`src/rtl/ref_burst_scheduler.sv`:
```
// ref_burst_scheduler: splits a bulk read into 4KB-safe AXI bursts for one arbiter port and streams the data back
// cmd_*: bulk command (start address, beat count); rd_id/addr/len/info_*: burst requests to the arbiter
// rd_data_*: returned beats; data_*: beats to the consumer with last flag; busy_out/done_out: command status
module ref_burst_scheduler #(
  parameter int ID_WIDTH = 4,
  parameter int MAX_BURST = 16,
  parameter int MAX_OUTSTANDING = 64
) (
  input  logic                clk,
  input  logic                rst_n,
  input  logic [32:0]         cmd_addr_in,
  input  logic [31:0]         cmd_beats_in,
  input  logic                cmd_valid_in,
  output logic                cmd_rdy_out,
  output logic [ID_WIDTH-1:0] rd_id_out,
  output logic [32:0]         rd_addr_out,
  output logic [7:0]          rd_len_out,
  output logic                rd_info_valid_out,
  input  logic                rd_info_rdy_in,
  input  logic [255:0]        rd_data_in,
  input  logic                rd_data_valid_in,
  output logic                rd_data_rdy_out,
  output logic [255:0]        data_out,
  output logic                data_valid_out,
  output logic                data_last_out,
  input  logic                data_rdy_in,
  output logic                busy_out,
  output logic                done_out
);
  localparam int OW = $clog2(MAX_OUTSTANDING + 1);
  typedef enum logic [1:0] {IDLE, ISSUE, WAIT_DATA} state_t;
  state_t state, state_nx;
  logic [32:0] addr;
  logic [31:0] remaining, total, received, room, cap, len;
  logic [OW-1:0] outstanding;
  logic [ID_WIDTH-1:0] tag;
  logic fits, req, beat, cmd_go, zero_go;
  // room is the beats left before the next 4KB page; it also caps the burst
  always_comb begin
    room = 32'd128 - 32'(addr[11:5]);
    cap = room < 32'(MAX_BURST) ? room : 32'(MAX_BURST);
    len = remaining < cap ? remaining : cap;
    fits = 32'(outstanding) + len <= 32'(MAX_OUTSTANDING);
  end
  always_ff @(posedge clk or negedge rst_n)
    if (!rst_n) state <= IDLE;
    else state <= state_nx;
  always_comb begin
    state_nx = state;
    if (state == IDLE && cmd_go) state_nx = ISSUE;
    if (state == ISSUE && req && remaining == len) state_nx = WAIT_DATA;
    if (state == WAIT_DATA && beat && data_last_out) state_nx = IDLE;
  end
  // valid stays high once raised: len is frozen until the handshake and outstanding can only fall
  always_comb begin
    busy_out = state != IDLE;
    cmd_rdy_out = state == IDLE;
    cmd_go = cmd_valid_in && cmd_rdy_out && cmd_beats_in != 32'd0;
    zero_go = cmd_valid_in && cmd_rdy_out && cmd_beats_in == 32'd0;
    rd_info_valid_out = state == ISSUE && fits;
    rd_addr_out = addr;
    rd_len_out = 8'(len - 32'd1);
    rd_id_out = tag;
    req = rd_info_valid_out && rd_info_rdy_in;
    data_out = rd_data_in;
    data_valid_out = rd_data_valid_in && busy_out;
    rd_data_rdy_out = data_rdy_in && busy_out;
    beat = rd_data_valid_in && rd_data_rdy_out;
    data_last_out = data_valid_out && received == total - 32'd1;
  end
  always_ff @(posedge clk or negedge rst_n) begin
    if (!rst_n) begin
      addr <= '0;
      remaining <= '0;
      total <= '0;
      received <= '0;
      outstanding <= '0;
      tag <= '0;
      done_out <= 1'b0;
    end else begin
      done_out <= zero_go || (state == WAIT_DATA && beat && data_last_out);
      if (cmd_go) begin
        addr <= cmd_addr_in & ~33'h1f;
        remaining <= cmd_beats_in;
        total <= cmd_beats_in;
        received <= '0;
        outstanding <= '0;
      end else begin
        if (req) begin
          addr <= addr + 33'({len, 5'd0});
          remaining <= remaining - len;
          tag <= tag + ID_WIDTH'(1);
        end
        if (beat) received <= received + 32'd1;
        outstanding <= outstanding + (req ? OW'(len) : OW'(0)) - OW'(beat);
      end
    end
  end
endmodule

```
`config.mk`:
```
export PLATFORM = sky130hd
export DESIGN_NAME = ref_burst_scheduler
export DESIGN_NICKNAME = d
export VERILOG_FILES = /design/src/rtl/ref_burst_scheduler.sv
export SDC_FILE = /design/constraint.sdc
export NUM_CORES = 1
export LEC_CHECK = 0
export CAP_MARGIN = 15
export CORE_AREA = 2 2 246 248
export CTS_CLUSTER_SIZE = 14
export DETAILED_ROUTE_END_ITERATION = 10
export DIE_AREA = 0 0 248 250
export RECOVER_POWER = 25
export SYNTH_ARGS = -nofsm -noshare
export SYNTH_HDL_FRONTEND = slang
export SYNTH_SLANG_ARGS = --single-unit
```
`constraint.sdc`:
```
create_clock -name clk -period 12.17 [get_ports clk]
set_clock_uncertainty 0.15 [all_clocks]
set_input_delay 2.434 -clock clk [delete_from_list [all_inputs] [get_ports clk]]
set_output_delay 2.434 -clock clk [all_outputs]
set_load 0.005 [all_outputs]
```
* Word level (Yosys, flattened, before mapping)
Index checks and enable logic that the tools add are counted.
** Storage, ports and cells
- Bits in registers :: 143
- Word-level logic and storage cells :: 62
- Output and inout bits :: 308
** Cells by class
- $lt $le $gt $ge :: 3
- Muxes and demuxes :: 13
- Bitwise gates (word level) :: 1
- Add/subtract/negate cells :: 10
- Reductions and logical operators :: 23
- Equal/unequal tests :: 4
** Operators with widths (number)
- $mux W32 :: 6
- $mux W33 :: 2
- $eq A32 B32 Y1 :: 2
- $add A33 B33 Y33 :: 1
- $add A32 B1 Y32 const B :: 1
- $add A7 B32 Y32 :: 1
- $le A32 B7 Y1 const B :: 1
- $logic_not A32 Y1 :: 1
- $lt A32 B32 Y1 :: 1
- $lt A32 B5 Y1 const B :: 1
- $reduce_bool A32 Y1 :: 1
- $sub A32 B1 Y32 const B :: 1
- $sub A32 B32 Y32 :: 1
- $logic_and A1 B1 Y1 :: 14
- $mux W7 :: 2
- $sub A8 B7 Y9 const A :: 1
- $sub A8 B1 Y8 const B :: 1
- $add A7 B7 Y7 :: 1
- $sub A7 B1 Y7 :: 1
- $mux W2 :: 3
- $reduce_bool A2 Y1 :: 3
- $add A4 B1 Y4 const B :: 1
- $reduce_bool A3 Y1 :: 1
- $eq A2 B1 Y1 const B :: 1
- other kinds (5) :: 5

* Logic depth before layout (Yosys ltp)
Gate-level depths: netlist (run 1).
- Depth after elaboration :: 13
- Gate-level depth with buffers :: 38
- Mapped depth without buffers :: 34

* Least setup slack after synthesis (run 1)
No wires, ideal clock.
- Path type :: register to output
- From :: reg addr[5] (netlist: rd_addr_out[5])
- To :: out rd_info_valid_out
- Data arrival time :: 4.779 ns
- Stages on the path, launching flop included :: 24
- Buffers on the path :: 2
- Slack :: 4.807 ns
- Data required time :: 9.586 ns
- Cell sequence :: dfrtp_1 inv_1 ha_1 nor3b_1 mux2i_1 and2_1 clkbuf_1 nand2_1 ha_1 inv_1 a41oi_1 o21ai_0 nand2b_1 a41oi_4 buf_6 o21ai_0 inv_1 fa_1 xnor2_1 nor3b_1 o311a_1 o221ai_1 a21oi_1 o311a_1
** On the way
- Word-level cells in the longest chain between the ends :: 8
** Ends and longest elaborated chain
- start: declaration :: line 33 : logic [32:0] addr;
- start signal: assignment :: line 83 : addr <= cmd_addr_in & ~33'h1f;
- start signal: assignment :: line 90 : addr <= addr + 33'({len, 5'd0});
- $sub A8 B7 Y9 * :: line 40 : room = 32'd128 - 32'(addr[11:5]);
- $lt A32 B5 Y1 :: line 41 : cap = room < 32'(MAX_BURST) ? room : 32'(MAX_BURST);
- $mux W32 * :: line 41
- $lt A32 B32 Y1 :: line 42 : len = remaining < cap ? remaining : cap;
- $mux W32 * :: line 42
- $add A7 B32 Y32 * :: line 43 : fits = 32'(outstanding) + len <= 32'(MAX_OUTSTANDING);
- $le A32 B7 Y1 * :: line 43
- $logic_and A1 B1 Y1 * :: line 60 : rd_info_valid_out = state == ISSUE && fits;
- end: declaration :: line 18 : output logic rd_info_valid_out,
Mark *: on every way between the ends. The rest lies on a longest branch, timed or not.

* Final worst setup path (run 1)
Ends and elaborated chain as after synthesis.

==> reports/results.ini, run 1 <==
[drt]
ant_nets = 0
post_drt_wl_per_cell_um = 16.1
dr_total_vias = 9300
via_per_inst = 4.46
dr.pass1.iters = 5
drc = 0
totalWireLength_mm = 33.5
drt_iter0_markers = 505

[synthesis]
synth_ff_type = dfrtp_1
synth_top_family_by_area = buffers and inverters
synth.mux.area_fraction = 0.0103
synth_cell_types = 86
syn_avg_cell_area_um2 = 8.40
synth-edff-count = 0
ys_async_sr_fraction = 1.00
yosys.area_share.adder = 0.0737
syn_inst = 1423
ys_seq_area_frac = 0.289
ys_seq_elements = 138
synthXorXnorAreaFrac = 0.0776
syn-cell-area_um2 = 12000
synthSimpleGateAreaFrac = 0.196
ys_warn_count = 0
synth_compound_area_frac = 0.156

[clock_tree]
post_cts_buffers = 0
clock_path_buffers = 2
cts_sinks = 138
clk_pin_slew_ps = 60
root_buffer = clkbuf_16
cts_tree = built
cts_resized = 0
cts_buffers = 17
h-tree-depth = 4
clk_latency_ps = 450
hold_buffers = 0

[hold_path]
hp-start = rd_id_out[3]
hp-class = reg -> reg
min_path_cells = 1
min_to = rd_id_out[3]

[finish]
final_nets = 1682
fillers = 6486
post-route-util = 0.213
areaGrowthSynthToFinish_pct = 5.91
design_area_um2 = 12700
drive_gt1_frac = 0.0585

[timing]
setup_viol = 0
slew-limit-headroom = -2.66
fin_setup_tns_ps = 0
drv_slew = 141
grt_setup_unrepaired = false
finalHoldViolCount = 0
fmax_mhz = 109
min_period_over_period = 0.751
fin_crit_ps = 9140
worst_pin_slew_ps = 5490

[setup_path]
criticalPathCategory = reg -> out
timing.rr.end = outstanding[6]
startpoint_type = flop
r2r-start = rd_addr_out[5]
endpoint_kind = output pin
ff2ff_path_depth = 34
critPathMaxFanout = 15
critical_path_arrival_ps = 6550
reg2reg_slack_ps = 4040
worst_ep_required_time_ps = 9590

[floorplan]
coreArea_um2 = 59600
rows = 90
ios = 635
die_h_um = 250
start_util = 0.201
die_w_um = 248
die-area_um2 = 62000

[placed_design]
gp_congestion = 0.874
dpl-instance-area_um2 = 12100
dp_hpwl_mm = 25.8
io_buffers = 112

[global_routing]
grt_overflow = 0
antenna_found_initial = 1
grt_usage = 0.109
grt_max_degree = 109
grt_first_pass_wirelength_mm = 52.1
grt_pass1_vias = 9261

[power_and_ir_drop]
power_density_nw_per_um2 = 217
p_leak_uw = 0.00537
fin_total_pwr_uw = 2750
vdd_drop_max_mv = 0.113

[outcome]
outcome = complete, but fails checks
violations = capacitance limit, slew limit

[flow_run]
drv_cap = 2

==> how the worst max path moves through the flow <==
| stage | slack, ps | startpoint | endpoint | cells past startpoint |
|---|---|---|---|---|
| final | 3030 | rd_addr_out[5] | rd_info_valid_out | 23 |
| after global routing | 2350 | rst_n | rd_addr_out[6] | 2 |
| after CTS | 3020 | rd_addr_out[5] | rd_info_valid_out | 23 |
| after detailed placement | 3530 | rd_addr_out[5] | rd_info_valid_out | 23 |
| after global placement | 3600 | rd_addr_out[5] | rd_info_valid_out | 23 |
| after floorplan | 4810 | rd_addr_out[5] | rd_info_valid_out | 23 |
==> synth_stat cells, types with 4 or more instances <==
| cell type | n | area share |
|---|---|---|
| nor4_1 | 22 | 0.012 |
| o21a_1 | 4 | 0.0025 |
| o311ai_0 | 13 | 0.0095 |
| nor2_1 | 92 | 0.029 |
| nor4b_1 | 5 | 0.0037 |
| and4_1 | 4 | 0.0029 |
| xor2_1 | 47 | 0.034 |
| a31oi_1 | 6 | 0.0031 |
| a221o_1 | 14 | 0.012 |
| dfrtp_1 | 138 | 0.29 |
| nor3_1 | 26 | 0.011 |
| o31a_1 | 4 | 0.0029 |
| or3_4 | 5 | 0.0047 |
| o31ai_1 | 5 | 0.0031 |
| a211oi_1 | 8 | 0.0050 |
| or4_1 | 7 | 0.0044 |
| fa_1 | 4 | 0.0067 |
| xnor2_1 | 57 | 0.042 |
| buf_2 | 7 | 0.0029 |
| o21bai_1 | 8 | 0.0050 |
| inv_1 | 59 | 0.019 |
| or3_1 | 7 | 0.0037 |
| o211ai_1 | 22 | 0.014 |
| nand2b_1 | 8 | 0.0042 |
| nand2_1 | 171 | 0.054 |
| ha_1 | 64 | 0.067 |
| or2_2 | 10 | 0.0052 |
| and3_1 | 16 | 0.0084 |
| mux2i_1 | 10 | 0.0084 |
| a22oi_1 | 13 | 0.0082 |
| buf_4 | 261 | 0.16 |
| a21o_1 | 23 | 0.014 |
| nor2b_1 | 12 | 0.0063 |
| and2_1 | 11 | 0.0058 |
| nand3_1 | 28 | 0.012 |
| clkbuf_1 | 29 | 0.0091 |
| nand4_1 | 21 | 0.011 |
| o21ai_0 | 64 | 0.027 |
| nor3b_1 | 4 | 0.0025 |
| a21oi_1 | 44 | 0.018 |
| a2111oi_0 | 4 | 0.0029 |
==> worst max-delay path, cell delays in order, from the launching register on <==
cell and delay, ps:
dfrtp_1 470, inv_1 110, ha_1 180, nor3b_1 260, mux2i_1 330, and2_1 300
nand2_1 110, ha_1 280, inv_1 30, a41oi_1 160, o21ai_0 110, nand2b_1 120
a41oi_4 270, o21ai_0 690, ha_1 340, inv_1 70, fa_1 410, xnor2_1 150
nor3b_1 290, o311a_1 250, o221ai_1 110, a21oi_1 360, o311a_1 240, clkdlybuf4s50_1 500
==> area by class of cell <==
type | instances | area, µm² | area share
clock inverter | 14 | 125 | 0.00988
tap | 782 | 978 | 0.0773
inverter | 60 | 225 | 0.0178
timing repair buffer | 118 | 1170 | 0.0923
multi-input combinational | 952 | 6280 | 0.496
sequential | 138 | 3450 | 0.273
clock buffer | 18 | 429 | 0.0339
antenna | 1 | 2.50 | 0.000198
==> layer usage <==
layer,global-route usage,share of wire,up-vias
li1,-,-,4405
met1,0.132,0.43,4453
met2,0.171,0.47,341
met3,0.0337,0.065,95
met4,0.0537,0.040,6
met5,0.0103,0.0029,-
==> cells by family after synthesis <==
family,Yosys count
flops,138
compound gates,268
fa+ha+maj,68
other cells,2
buf+inv,361
simple gates,469
xor+xnor,105
mux,12
==> metrics by stage <==
stage / setup WS (ps) / hold WS (ps) / cells
6_report: 3030 / 339 / 2083
5_1_grt: 2350 / 356 / 2082
4_1_cts: 3020 / 353 / 2082
3_5_place_dp: 3530 / 344 / 2050
3_3_place_gp: 3600 / 320 / 2050
2_1_floorplan: 4810 / 317 / 1451
==> cells in the final DEF (no fill, tap or decap), types with 5 or more instances in the layout <==
cell type	n
a211oi_1	8
a21o_1	23
a21oi_1	44
a221o_1	14
a22oi_1	13
a31oi_1	6
and2_1	11
and3_1	16
clkbuf_16	17
clkdlybuf4s50_1	105
conb_1	30
dfrtp_1	138
dlygate4sd3_1	6
ha_1	64
inv_1	59
inv_6	6
mux2i_1	10
nand2_1	171
nand2b_1	8
nand3_1	28
nand4_1	21
nor2_1	90
nor2b_1	12
nor3_1	26
nor4_1	22
nor4b_1	5
o211ai_1	22
o21ai_0	64
o21bai_1	8
o311ai_0	13
o31ai_1	5
or2_2	10
or3_1	7
or3_4	5
or4_1	7
xnor2_1	57
xor2_1	47
==> flip-flops by register name, indices dropped and copies added, names as in the netlist <==
signal / flops
outstanding: 7
rd_addr_out: 28
received: 32
done_out: 1
remaining: 32
total: 32
rd_id_out: 4
state: 2
==> power breakdown <==
part           internal [µW]  leakage [µW]  switching (µW)  total [µW]
sequential               617       0.00176             181         798
clock                    268      0.000261             238         506
combinational            672       0.00334             774        1450
total                   1560       0.00537            1190        2750
Power figures use the tool's default switching activity.
==> run 2: changes to the inputs <==
--- a/config.mk
+++ b/config.mk
@@ -6,10 +6,10 @@
 export NUM_CORES = 1
 export LEC_CHECK = 0
 export CAP_MARGIN = 15
-export CORE_AREA = 2 2 246 248
+export CORE_AREA = 2 2 247 249
 export CTS_CLUSTER_SIZE = 14
 export DETAILED_ROUTE_END_ITERATION = 10
-export DIE_AREA = 0 0 248 250
+export DIE_AREA = 0 0 249 251
 export RECOVER_POWER = 25
 export SYNTH_ARGS = -nofsm -noshare
 export SYNTH_HDL_FRONTEND = slang
==> constraint.sdc (replaced) <==
create_clock -name clk -period 9.55 [get_ports clk]
set_clock_uncertainty 0.15 [all_clocks]
set_input_delay 1.91 -clock clk [delete_from_list [all_inputs] [get_ports clk]]
set_output_delay 1.91 -clock clk [all_outputs]
set_load 0.005 [all_outputs]
==> reports/results.ini, run 2 (synthesis gave the netlist of run 1 again) <==
[timing]
grt_setup_unrepaired = false
slew-limit-headroom = -2.13
min_period_over_period = 0.919
setup_viol = 0
finalHoldViolCount = 0
fmax_mhz = 114
drv_slew = 141
hold_slack_ps = 334
fin_crit_ps = 8770
worst_pin_slew_ps = 4690
fin_setup_tns_ps = 0

[global_routing]
grt_pass1_vias = 9193
grt_first_pass_wirelength_mm = 52.3
grt_usage = 0.107
grt_max_degree = 82
antenna_found_initial = 0
grt_overflow = 0

[setup_path]
critical_path_arrival_ps = 6710
endpoint_kind = output pin
reg2reg_slack_ps = 1470
timing.rr.end = outstanding[6]
r2r-start = rd_addr_out[5]
criticalPathCategory = reg -> out
critPathLaunch = rd_addr_out[5]
crit_end = rd_info_valid_out
ff2ff_path_depth = 32
startpoint_type = flop
critPathMaxFanout = 15
worst_ep_required_time_ps = 7490

[power_and_ir_drop]
p_leak_uw = 0.00541
swShare = 0.439
pwr-share-comb = 0.525
seqPwrFrac = 0.288
internal_power_uw = 2000
switchingPower_uw = 1560
vdd_drop_max_mv = 0.178
power_density_nw_per_um2 = 280
clockPowerShare = 0.187

[floorplan]
start_util = 0.200
die_w_um = 249
die-area_um2 = 62500
coreArea_um2 = 59800
die_h_um = 251
ios = 635
rows = 90

[drt]
drc = 0
drt_iter0_markers = 486
dr_total_vias = 9497
post_drt_wl_per_cell_um = 16.6
ant_nets = 0
totalWireLength_mm = 34.6
via_per_inst = 4.55
dr.pass1.iters = 5

[finish]
drive_gt1_frac = 0.0629
layout_commonest_cell = nand2_1
areaGrowthSynthToFinish_pct = 6.24
final_nets = 1686
reg_top3 = received (32), remaining (32), total (32)
diodes = 0
layout_common_cells = nand2_1, dfrtp_1, clkdlybuf4s50_1, nor2_1

[clock_tree]
cts_sinks = 138
h-tree-depth = 4
post_cts_buffers = 0
cts_tree = built
clk_latency_ps = 450
root_buffer = clkbuf_16
hold_buffers = 0
cts_resized = 0
clk_pin_slew_ps = 70
cts_buffers = 17
clock_path_buffers = 2

[placed_design]
io_buffers = 112
dp_hpwl_mm = 26.7
gp_congestion = 0.879

[hold_path]
hp-class = reg -> reg
min_path_cells = 1

[outcome]
outcome = complete, but fails checks
violations = capacitance limit, slew limit

[flow_run]
drv_cap = 2

==> run 2: area by class of cell <==
cell class,instances,area (µm²)
clock buffers,17,425
repair buffers,122,1190
inverters,60,225
multi-input cells,952,6280
well taps,782,978
flip-flops and latches,138,3450
clock inverters,15,151
fillers,6540,47100
==> run 2: power by group through the flow <==
stage	Clock (µW)	Sequential (µW)	Combinational [µW]
global placement	0	1020	1820
CTS	680	1020	1870
finish	665	1020	1870
floorplan	0	956	1400
detailed placement	0	1030	1860
global route	702	1060	2080
==> run 2: worst min-delay path by stage <==
| stage | start | to | slack [ps] |
|---|---|---|---|
| 6_report | rd_id_out[3] | rd_id_out[3] | 330 |
| 3_5_place_dp | rd_id_out[3] | rd_id_out[3] | 340 |
| 3_3_place_gp | rd_id_out[3] | rd_id_out[3] | 320 |
| 4_1_cts | rd_id_out[3] | rd_id_out[3] | 350 |
| 2_1_floorplan | total[31] | total[31] | 320 |
| 5_1_grt | rd_id_out[3] | rd_id_out[3] | 360 |
==> run 2: worst max-delay path, cell delays in order, from the launching register on <==
cell and delay (ps):
dfrtp_1 470, inv_1 110, ha_1 180, nor3b_1 240, mux2i_1 340, and2_1 310, nand2_1 110, ha_1 280
inv_1 30, a41oi_1 150, o21ai_0 100, nand2b_1 150, a41oi_4 280, o21ai_0 690, inv_1 310, fa_1 530
xnor2_1 160, nor3b_1 320, o311a_1 270, o221ai_1 110, a21oi_1 340, o311a_1 260, clkdlybuf4s50_1 510
==> run 2: through the flow <==
step	total power (µW)	setup slack, ps	instances	utilization	area [µm²]
after CTS	3580	785	2086	0.213	12700
after global routing	3840	342	2086	0.212	12700
final	3560	778	2086	0.212	12700
after global placement	2840	1370	2054	0.203	12100
after detailed placement	2890	1310	2054	0.203	12100
after floorplan	2360	2320	1451	-	12100
==> run 2: layer usage <==
layer,global-route usage,part of all wire
met1,0.125,0.41
met4,0.0450,0.033
met5,0,0
met3,0.0353,0.073
met2,0.181,0.48
==> run 3: changes to the inputs <==
--- a/config.mk
+++ b/config.mk
@@ -5,6 +5,7 @@
 export SDC_FILE = /design/constraint.sdc
 export NUM_CORES = 1
 export LEC_CHECK = 0
+export ABC_CLOCK_PERIOD_IN_PS = 9550
 export CAP_MARGIN = 15
 export CORE_AREA = 2 2 247 249
 export CTS_CLUSTER_SIZE = 14
==> results of run 3 <==
Final layout, timing and power as in run 2 (identical DEF).
